===== src/rtl/network_config_pkg.sv =====
// Network-wide configuration shared by the source, core and sink blocks.
package network_config;

    localparam int NET_NUM_OUT = 4;

endpackage


===== src/rtl/network_sink_pkg.sv =====
// Host-bound sink word encoding and FSM state codes for network_sink.
package sink_config;

    import network_config::*;

    typedef enum int unsigned {
        NOP         = 0,
        SPK         = 1,
        CYC         = 2,
        NUM_SNK_OPS = 3
    } snk_opcode_t;

    localparam int SNK_OPC_WIDTH = $clog2(NUM_SNK_OPS);
    localparam int IDX_WIDTH     = (NET_NUM_OUT > 1) ? $clog2(NET_NUM_OUT) : 1;

    localparam logic [1:0] ST_IDLE     = 2'd0;
    localparam logic [1:0] ST_EMIT_CYC = 2'd1;
    localparam logic [1:0] ST_DRAIN    = 2'd2;
    localparam logic [1:0] ST_EOC      = 2'd3;

endpackage


===== src/rtl/network_sink_lowest_set_idx.sv =====
// Priority encoder: index of the lowest set bit of a vector plus a found flag.
module lowest_set_idx #(
    parameter int WIDTH = 4,
    parameter int IDX_W = 2
) (
    input  logic [WIDTH-1:0] vec,
    output logic [IDX_W-1:0] idx,
    output logic             found
);

    // Scan from the top down so the lowest set bit is the last one written.
    always_comb begin
        idx   = '0;
        found = |vec;
        for (int i = WIDTH - 1; i >= 0; i--) begin
            idx = vec[i] ? IDX_W'(i) : idx;
        end
    end

endmodule


===== src/rtl/network_sink.sv =====
// Encodes per-cycle network output spike vectors into SPK/CYC host words,
// run-length compressing spike-free cycles into a single CYC count.
module network_sink
    import network_config::*;
    import sink_config::*;
#(
    parameter  int RUN_WIDTH     = 8,
    localparam int PAYLOAD_WIDTH = (IDX_WIDTH > RUN_WIDTH) ? IDX_WIDTH : RUN_WIDTH,
    localparam int SNK_WIDTH     = SNK_OPC_WIDTH + PAYLOAD_WIDTH
) (
    input  logic                 clk,
    input  logic                 arstn,
    input  logic                 net_valid,
    output logic                 net_ready,
    input  logic                 net_out [0:NET_NUM_OUT-1],
    input  logic                 flush,
    output logic                 snk_valid,
    input  logic                 snk_ready,
    output logic [SNK_WIDTH-1:0] snk
);

    localparam logic [RUN_WIDTH-1:0] RUN_MAX = {RUN_WIDTH{1'b1}};

    function automatic logic [SNK_WIDTH-1:0] spk_word(input logic [IDX_WIDTH-1:0] idx);
        return {SNK_OPC_WIDTH'(SPK), PAYLOAD_WIDTH'(idx)};
    endfunction

    function automatic logic [SNK_WIDTH-1:0] cyc_word(input logic [RUN_WIDTH-1:0] cnt);
        return {SNK_OPC_WIDTH'(CYC), PAYLOAD_WIDTH'(cnt)};
    endfunction

    logic [1:0]             state_r;
    logic [RUN_WIDTH-1:0]   count_r;
    logic [NET_NUM_OUT-1:0] vec_r;
    logic                   flush_pend_r;
    logic                   snk_valid_r;
    logic [SNK_WIDTH-1:0]   snk_r;

    logic [NET_NUM_OUT-1:0] net_vec_s;
    logic [NET_NUM_OUT-1:0] enc_in_s;
    logic [NET_NUM_OUT-1:0] enc_rest_s;
    logic [IDX_WIDTH-1:0]   enc_idx_s;
    logic                   enc_found_s;
    logic                   out_free_s;
    logic                   net_ready_s;
    logic                   accept_s;
    logic                   flush_req_s;

    // Flatten the incoming spike bits so bit i is output index i.
    always_comb begin
        net_vec_s = '0;
        for (int i = 0; i < NET_NUM_OUT; i++) begin
            net_vec_s[i] = net_out[i];
        end
    end

    // In IDLE the encoder looks at the arriving vector so its first SPK is ready at once.
    always_comb begin
        out_free_s  = !snk_valid_r || snk_ready;
        net_ready_s = (state_r == ST_IDLE) && out_free_s;
        accept_s    = net_valid && net_ready_s;
        flush_req_s = flush || flush_pend_r;
        enc_in_s    = (state_r == ST_IDLE) ? net_vec_s : vec_r;
        enc_rest_s  = enc_in_s & ~(NET_NUM_OUT'(1'b1) << enc_idx_s);
    end

    lowest_set_idx #(
        .WIDTH (NET_NUM_OUT),
        .IDX_W (IDX_WIDTH)
    ) u_lowest_set_idx (
        .vec   (enc_in_s),
        .idx   (enc_idx_s),
        .found (enc_found_s)
    );

    // Word sequencer: the output register is reloaded only once the current word is free.
    always_ff @(posedge clk) begin
        if (!arstn) begin
            state_r      <= ST_IDLE;
            count_r      <= '0;
            vec_r        <= '0;
            flush_pend_r <= 1'b0;
            snk_valid_r  <= 1'b0;
            snk_r        <= '0;
        end else begin
            flush_pend_r <= flush_req_s;
            case (state_r)
                ST_IDLE: begin
                    if (accept_s && enc_found_s) begin
                        snk_valid_r <= 1'b1;
                        if (count_r != '0) begin
                            snk_r   <= cyc_word(count_r);
                            count_r <= '0;
                            vec_r   <= net_vec_s;
                            state_r <= ST_EMIT_CYC;
                        end else begin
                            snk_r   <= spk_word(enc_idx_s);
                            vec_r   <= enc_rest_s;
                            state_r <= ST_DRAIN;
                        end
                    end else if (accept_s && (count_r == RUN_MAX - RUN_WIDTH'(1))) begin
                        // The saturated count already reports the run, so a coincident flush is absorbed.
                        snk_r        <= cyc_word(RUN_MAX);
                        snk_valid_r  <= 1'b1;
                        count_r      <= '0;
                        flush_pend_r <= 1'b0;
                        state_r      <= ST_EMIT_CYC;
                    end else if (accept_s) begin
                        count_r     <= count_r + RUN_WIDTH'(1);
                        snk_valid_r <= 1'b0;
                    end else if (out_free_s && flush_req_s) begin
                        snk_r        <= cyc_word(count_r);
                        snk_valid_r  <= 1'b1;
                        count_r      <= '0;
                        flush_pend_r <= 1'b0;
                        state_r      <= ST_EMIT_CYC;
                    end else if (out_free_s) begin
                        snk_valid_r <= 1'b0;
                    end
                end
                ST_EMIT_CYC: begin
                    if (out_free_s && enc_found_s) begin
                        snk_r   <= spk_word(enc_idx_s);
                        vec_r   <= enc_rest_s;
                        state_r <= ST_DRAIN;
                    end else if (out_free_s) begin
                        snk_valid_r <= 1'b0;
                        state_r     <= ST_IDLE;
                    end
                end
                ST_DRAIN: begin
                    if (out_free_s && enc_found_s) begin
                        snk_r <= spk_word(enc_idx_s);
                        vec_r <= enc_rest_s;
                    end else if (out_free_s) begin
                        snk_r   <= cyc_word(RUN_WIDTH'(1));
                        state_r <= ST_EOC;
                    end
                end
                ST_EOC: begin
                    if (out_free_s) begin
                        snk_valid_r <= 1'b0;
                        state_r     <= ST_IDLE;
                    end
                end
                default: begin
                    snk_valid_r <= 1'b0;
                    state_r     <= ST_IDLE;
                end
            endcase
        end
    end

    assign net_ready = net_ready_s;
    assign snk_valid = snk_valid_r;
    assign snk       = snk_r;

endmodule


===== config.mk =====
export PLATFORM = sky130hd
export DESIGN_NAME = network_sink
export DESIGN_NICKNAME = d
export VERILOG_FILES = /design/src/rtl/network_config_pkg.sv /design/src/rtl/network_sink_pkg.sv /design/src/rtl/network_sink_lowest_set_idx.sv /design/src/rtl/network_sink.sv
export SDC_FILE = /design/constraint.sdc
export NUM_CORES = 1
export LEC_CHECK = 0
export ABC_AREA = 1
export BUFFER_PORTS_ARGS = -buffer_cell sky130_fd_sc_hd__buf_2
export CORE_MARGIN = 2
export CORE_UTILIZATION = 58
export CTS_CLUSTER_DIAMETER = 60
export DETAILED_ROUTE_END_ITERATION = 16
export PLACE_DENSITY = 0.79
export SLEW_MARGIN = 20
export SYNTH_ARGS = -nofsm -noshare
export SYNTH_HDL_FRONTEND = slang
export SYNTH_SLANG_ARGS = --single-unit

===== constraint.sdc =====
create_clock -name clk -period 2.4 [get_ports clk]
set_input_delay 0.48 -clock clk [delete_from_list [all_inputs] [get_ports clk]]
set_output_delay 0.48 -clock clk [all_outputs]
set_load 0.005 [all_outputs]

# After elaboration in Yosys (flattened, before gate mapping)
# Cells that the tools add are included.
# classes
add_sub_neg,1
mul,0
n_div,0
n_lt_le_gt_ge,0
eq_ne,14
shifts,1
muxes,45
bitwise_logic,2
n_reduce_logical,22
# ops
op,count
2-to-1 mux 10 bit,8
2-to-1 mux 8 bit,5
one-hot mux 10 bit (3 select lines),1
2-to-1 mux 2 bit,13
2-to-1 mux 4 bit,4
2-to-1 mux 1 bit,11
adder 8 x 1 -> 8 bit (second input constant),1
== test 8 bit (second input constant),1
inequality test 2 bit (second input constant),4
one-hot mux 2 bit (4 select lines),1
one-hot mux 4 bit (2 select lines),1
nonzero test 8 bit,1
logical AND 1 bit,6
inequality test 2 x 1 -> 1 bit (second input constant),3
AND reduction 3 bit,2
nonzero test 3 bit,2
AND reduction 5 bit,1
bitwise AND 4 bit,1
== test 2 bit (second input constant),2
inequality test 4 x 1 -> 1 bit (second input constant),1
inequality test 4 x 2 -> 1 bit (second input constant),1
inverter 4 bit,1
AND reduction 4 bit,1
nonzero test 4 bit,1
other kinds (11),12
# totals
ff_bits,26
latchBits,0
mem_bits_rw,0
romBits,0
input_bits,9
memories,0

# Depth between registers and ports, before layout
# depth
depth_word,12
depth_mapped,16
mapped_depth_nobuf,16

# Cells and area by module
# From an unflattened synthesis, not the netlist that was laid out.
# hier_totals
cells_unflattened,288
area_unflattened_um2,1951.9
# modules_own_cells
module,instances,cells_per_inst,area_each_um2,seq_area_each_um2
network_sink,1,280,1915.6,520.5
lowest_set_idx,1,8,36.3,0.0

# Worst setup path before layout
# No wires, ideal clock.
# synth_path
kind,reg-to-reg
from,register state_r[0]
to,"register snk_r[8], in the netlist snk[8]"
arrival_time_ns,1.783
required_ns,2.287
setup_slack_ns,0.505
stages_incl_launch_ff,14
path_buffers,1
period_less_slack_ns,1.895
cell_sequence,dfxtp_1 > inv_1 > ha_1 > o21ai_0 > nor2_2 > nand2_4 > nand2_2 > nand2_2 > nand2_2 > inv_2 > nand3_4 > buf_6 > nor2_1 > nor2_1
# synth_via
elab_chain_len,7
word_cells_on_any_way,20
classes_between,eq/ne (6); mux (5); reduce/logical (9)
# synth_rtl
item,line_no,text
"start, declared",network_sink.sv:32,logic [1:0] state_r;
"start signal, assigned",network_sink.sv:79,state_r <= ST_IDLE;
"start signal, assigned",network_sink.sv:95,state_r <= ST_EMIT_CYC;
"start signal, assigned",network_sink.sv:99,state_r <= ST_DRAIN;
"parallel branches: the longest is 7 deep, another holds AND reduction 5 bit",-,
"end signal, assigned",network_sink.sv:92,snk_r <= cyc_word(count_r);
"end signal, assigned",network_sink.sv:97,snk_r <= spk_word(enc_idx_s);
"end signal, assigned",network_sink.sv:103,snk_r <= cyc_word(RUN_MAX);
"end, declared",network_sink.sv:37,logic [SNK_WIDTH-1:0] snk_r;
# Parallel ways; which one is timed is not known.
# A chain may end at the register's enable or synchronous reset.

# Worst setup path in the final report
# layout_path
from,register state_r[1]
to,register count_r[5]
# layout_via
elab_chain_len,6
word_cells_on_any_way,13
classes_between,eq/ne (1); mux (4); reduce/logical (8)
# layout_rtl
item,line_no,text
logical NOT 2 bit (*),"network_sink.sv:60, network_sink.sv:63, network_sink.sv:87",
2-to-1 mux 4 bit / logical AND 1 bit (equally long branches),"network_sink.sv:63, network_sink.sv:60",
OR reduction 4 bit / logical AND 1 bit (equally long branches),"network_sink_lowest_set_idx.sv:14, network_sink.sv:61",
logical AND 1 bit (tied with other cells),network_sink.sv:89,if (accept_s && enc_found_s) begin
inequality test 2 x 1 -> 1 bit (no line) (tied with other cells),-,
AND reduction 3 bit (no line) / 2-to-1 mux 8 bit (equally long branches),-,
"end signal, assigned",network_sink.sv:109,count_r <= count_r + RUN_WIDTH'(1);
"end, declared",network_sink.sv:33,logic [RUN_WIDTH-1:0] count_r;
# Mark *: on every way between the ends. The rest lies on a longest branch, timed or not.

==> results.md <==
- Vert. Die Dim: 61.6 um
- Yosys reg bits: 26
- Antenna diodes: 0
- Hold depth: 2
- Arrival time worst endpoint: 2440 ps
- Power Total: 2.84 mW
- Cts bufs inserted: 3
- Initial Utilization: 62.1%
- Global route overflow: 0
- Number of antenna violations at the first check in global routing: 0
- Setup TNS: 0 ps
- Worst path bufs/invs: 4
- HPWL after DPL: 3.34 mm
- CTS H-tree depth: 1
- Critical path's top delay family: simple AND/OR/NAND/NOR gates
- Fmax: 462 MHz
- Sequential cell area fraction in the yosys report: 27.0%
- CP Data Required Time: 2680 ps
- Wire length per cell: 11.7 um
- DRC: 0
- Layout cells sized above 1: 15.3%
- PD cells: 1340 nW/um^2
- Vias in the first global route: 1,626
- CP Class: flop to flop
- Slew Limit Fails: 0
- Max stage delay on crit path: 430 ps
- Die ar.: 3800 sq um
- First-pass GRT wire length: 7.33 mm
- Row count: 20
- Syn nets: 335
- Latest clock arrival within the worst-skew pair: 330 ps
- DRT Pass-1 Iters: 5
- Syn avg cell area: 6.06 sq um
- Post-synthesis cell count: 318
- TritonCTS clock tree: done
- IO Pins: 21
- Final ANT Viol Nets: 0
- WL final: 4.50 mm
- Vias per cell: 5.12
- Setup-failing EPs final: 0
- CTS Root Cell: clkbuf_4
- Via count: 1,962
- Most frequent cells in the layout: 105 x nand2_1, 44 x nor2_1, 42 x inv_1
- Critical Path Sink Type: flop
- Multi-input gate area: 1190 sq um
- Min cycle time layout: 2170 ps
- Startpoint Class: flop
- Tightest Hold Check Type: flop to flop
- IR drop worst, VDD: 0.000692 V
- Max-Cap Viols: 0
- Cells on worst reg2reg path: 15
- Leak: 1.08 nW
- Clk_skew: 1.01 ps
- I/O Buffers: 20
- CTS Sinks: 26
- Most used cell, CP: nand2_1
- Filler cells: 303
- Nets: 357
- Worst slew pin tran: 347 ps
- Routability Congestion: 0.887
- Distinct cell type count after synthesis: 32
- Commonest non-fill, non-tap cell in the layout: nand2_1
- Die Wd: 61.6 um
- CTS Buffer Depth: 2
- Core area: 3100 sq um
- RSZ-0062 raised after global routing: false
- Status: finished clean
- Post-CTS setup buffers: 0
- Largest net degree at the start of global routing: 17
- Post-synth design cell area: 1930 sq um
- Area growth, synth to finish: 10.4%
- Final period utilization: 90.2%
- Normalized max-slew margin: 76.6%
- Slowest CP cell: dfxtp_1
- Sequential Area: 522 sq um
- YS warnings: 0
- Endpoints failing hold: 0
- Clock-pin slew on the worst setup and hold paths: 150 ps
- Max FO, Critical Path: 9
- Initial DRC Count: 178
- Gr usage total: 26.1%
- Levels on crit path: 15
- CP Cell Sequence: inv_1 > ha_1 > inv_2 > nand2_1 > nand2_1 > nor2_4 > nand2_4 > nand2_4 > inv_4 > nand2_8 > nand3_4 > clkinv_2 > nand2_1 > nand3_1 > nor2_1
## logic make-up (layout without fill, tap and decap cells)
logic type	after synthesis	after routing	synth area share (%)
buffers and inverters	54	75	11.3
adders and majority gates	8	8	5.20
and+or+nand+nor	193	193	46.0
xor gates and xnor gates	2	2	0.909
AOI/OAI and AO/OA	35	35	9.61
DFF	26	26	27.0
## tightest hold or removal path: cells and delay by family, from the launching register on
family	cells	cell delay [ps]
DFF	1	350
buffers and inverters	1	50
AOI/OAI and AO/OA	1	50
## cell type report
class / count / share of cell area (%)
Multi-Input combinational cell: 238 / 56.0
Sequential cell: 26 / 24.5
Inverter: 48 / 8.65
Timing Repair Buffer: 23 / 5.76
Tap cell: 44 / 2.59
Clock inverter: 1 / 1.41
Clock buffer: 3 / 1.06
## metrics by stage
step,instance area (sq um),cells,hold slack [ps],utilization [%],worst slack [ps]
2_1_floorplan,1930,318,423,-,505
4_1_cts,2120,383,461,68.4,186
5_1_grt,2130,383,484,68.5,16.0
3_5_place_dp,2070,379,451,66.7,205
3_3_place_gp,2070,379,447,66.7,306
6_report,2130,383,469,68.5,234
## what timing repair did
item                                    in CTS  in global routing
hold buffers                                 0                  0
resized for setup                            0                  3
endpoints found under the setup margin       0                  5
## state kept, by name, indices dropped and copies added, names as in the netlist
name and flops:
snk 10, flush_pend_r 1, state_r 2, vec_r 4, count_r 8, snk_valid 1
## cells in the mapped netlist
master | instances | area, sq um
nor2_1 | 45 | 169
nand2_2 | 4 | 25.0
o211ai_1 | 2 | 15.0
nand2_4 | 2 | 22.5
ha_1 | 8 | 100
buf_6 | 1 | 11.3
nor3_1 | 7 | 35.0
nand2_8 | 1 | 20.0
nand3_2 | 1 | 10.0
o21ai_0 | 16 | 80.1
nor4_1 | 1 | 6.26
nor2_2 | 3 | 18.8
buf_2 | 3 | 15.0
clkbuf_1 | 2 | 7.51
inv_4 | 1 | 6.26
nand2_1 | 105 | 394
a211oi_1 | 1 | 7.51
o21ai_1 | 2 | 10.0
inv_1 | 42 | 158
clkinv_2 | 1 | 5.00
nand3b_2 | 1 | 11.3
xor2_1 | 1 | 8.76
clkinv_1 | 1 | 3.75
o31ai_1 | 1 | 7.51
nor2_4 | 3 | 33.8
dfxtp_1 | 26 | 521
nand4_1 | 2 | 12.5
xnor2_1 | 1 | 8.76
inv_2 | 3 | 11.3
a21oi_1 | 13 | 65.1
nand3_4 | 3 | 52.6
nand3_1 | 15 | 75.1
## path summary, 6_finish.rpt
check / from / endpoint / slack, ps
hold / removal: vec_r[3] / vec_r[3] / 470
setup / recovery: state_r[1] / count_r[5] / 230
hold reg to reg: vec_r[3] / vec_r[3] / 470
setup reg to reg: state_r[1] / count_r[5] / 230
## power breakdown
group	internal [mW]	switching, mW
registers	0.554	0.0831
logic	0.633	1.26
clock network	0.169	0.141
## per-layer routing
layer | share of wire [%] | global-route usage (%)
met3 | 6.1 | 2.73
met4 | 1.6 | 7.29
met1 | 48 | 37.7
met2 | 44 | 41.1
met5 | 0 | 0
No activity file was read; power rests on OpenSTA's default activity.
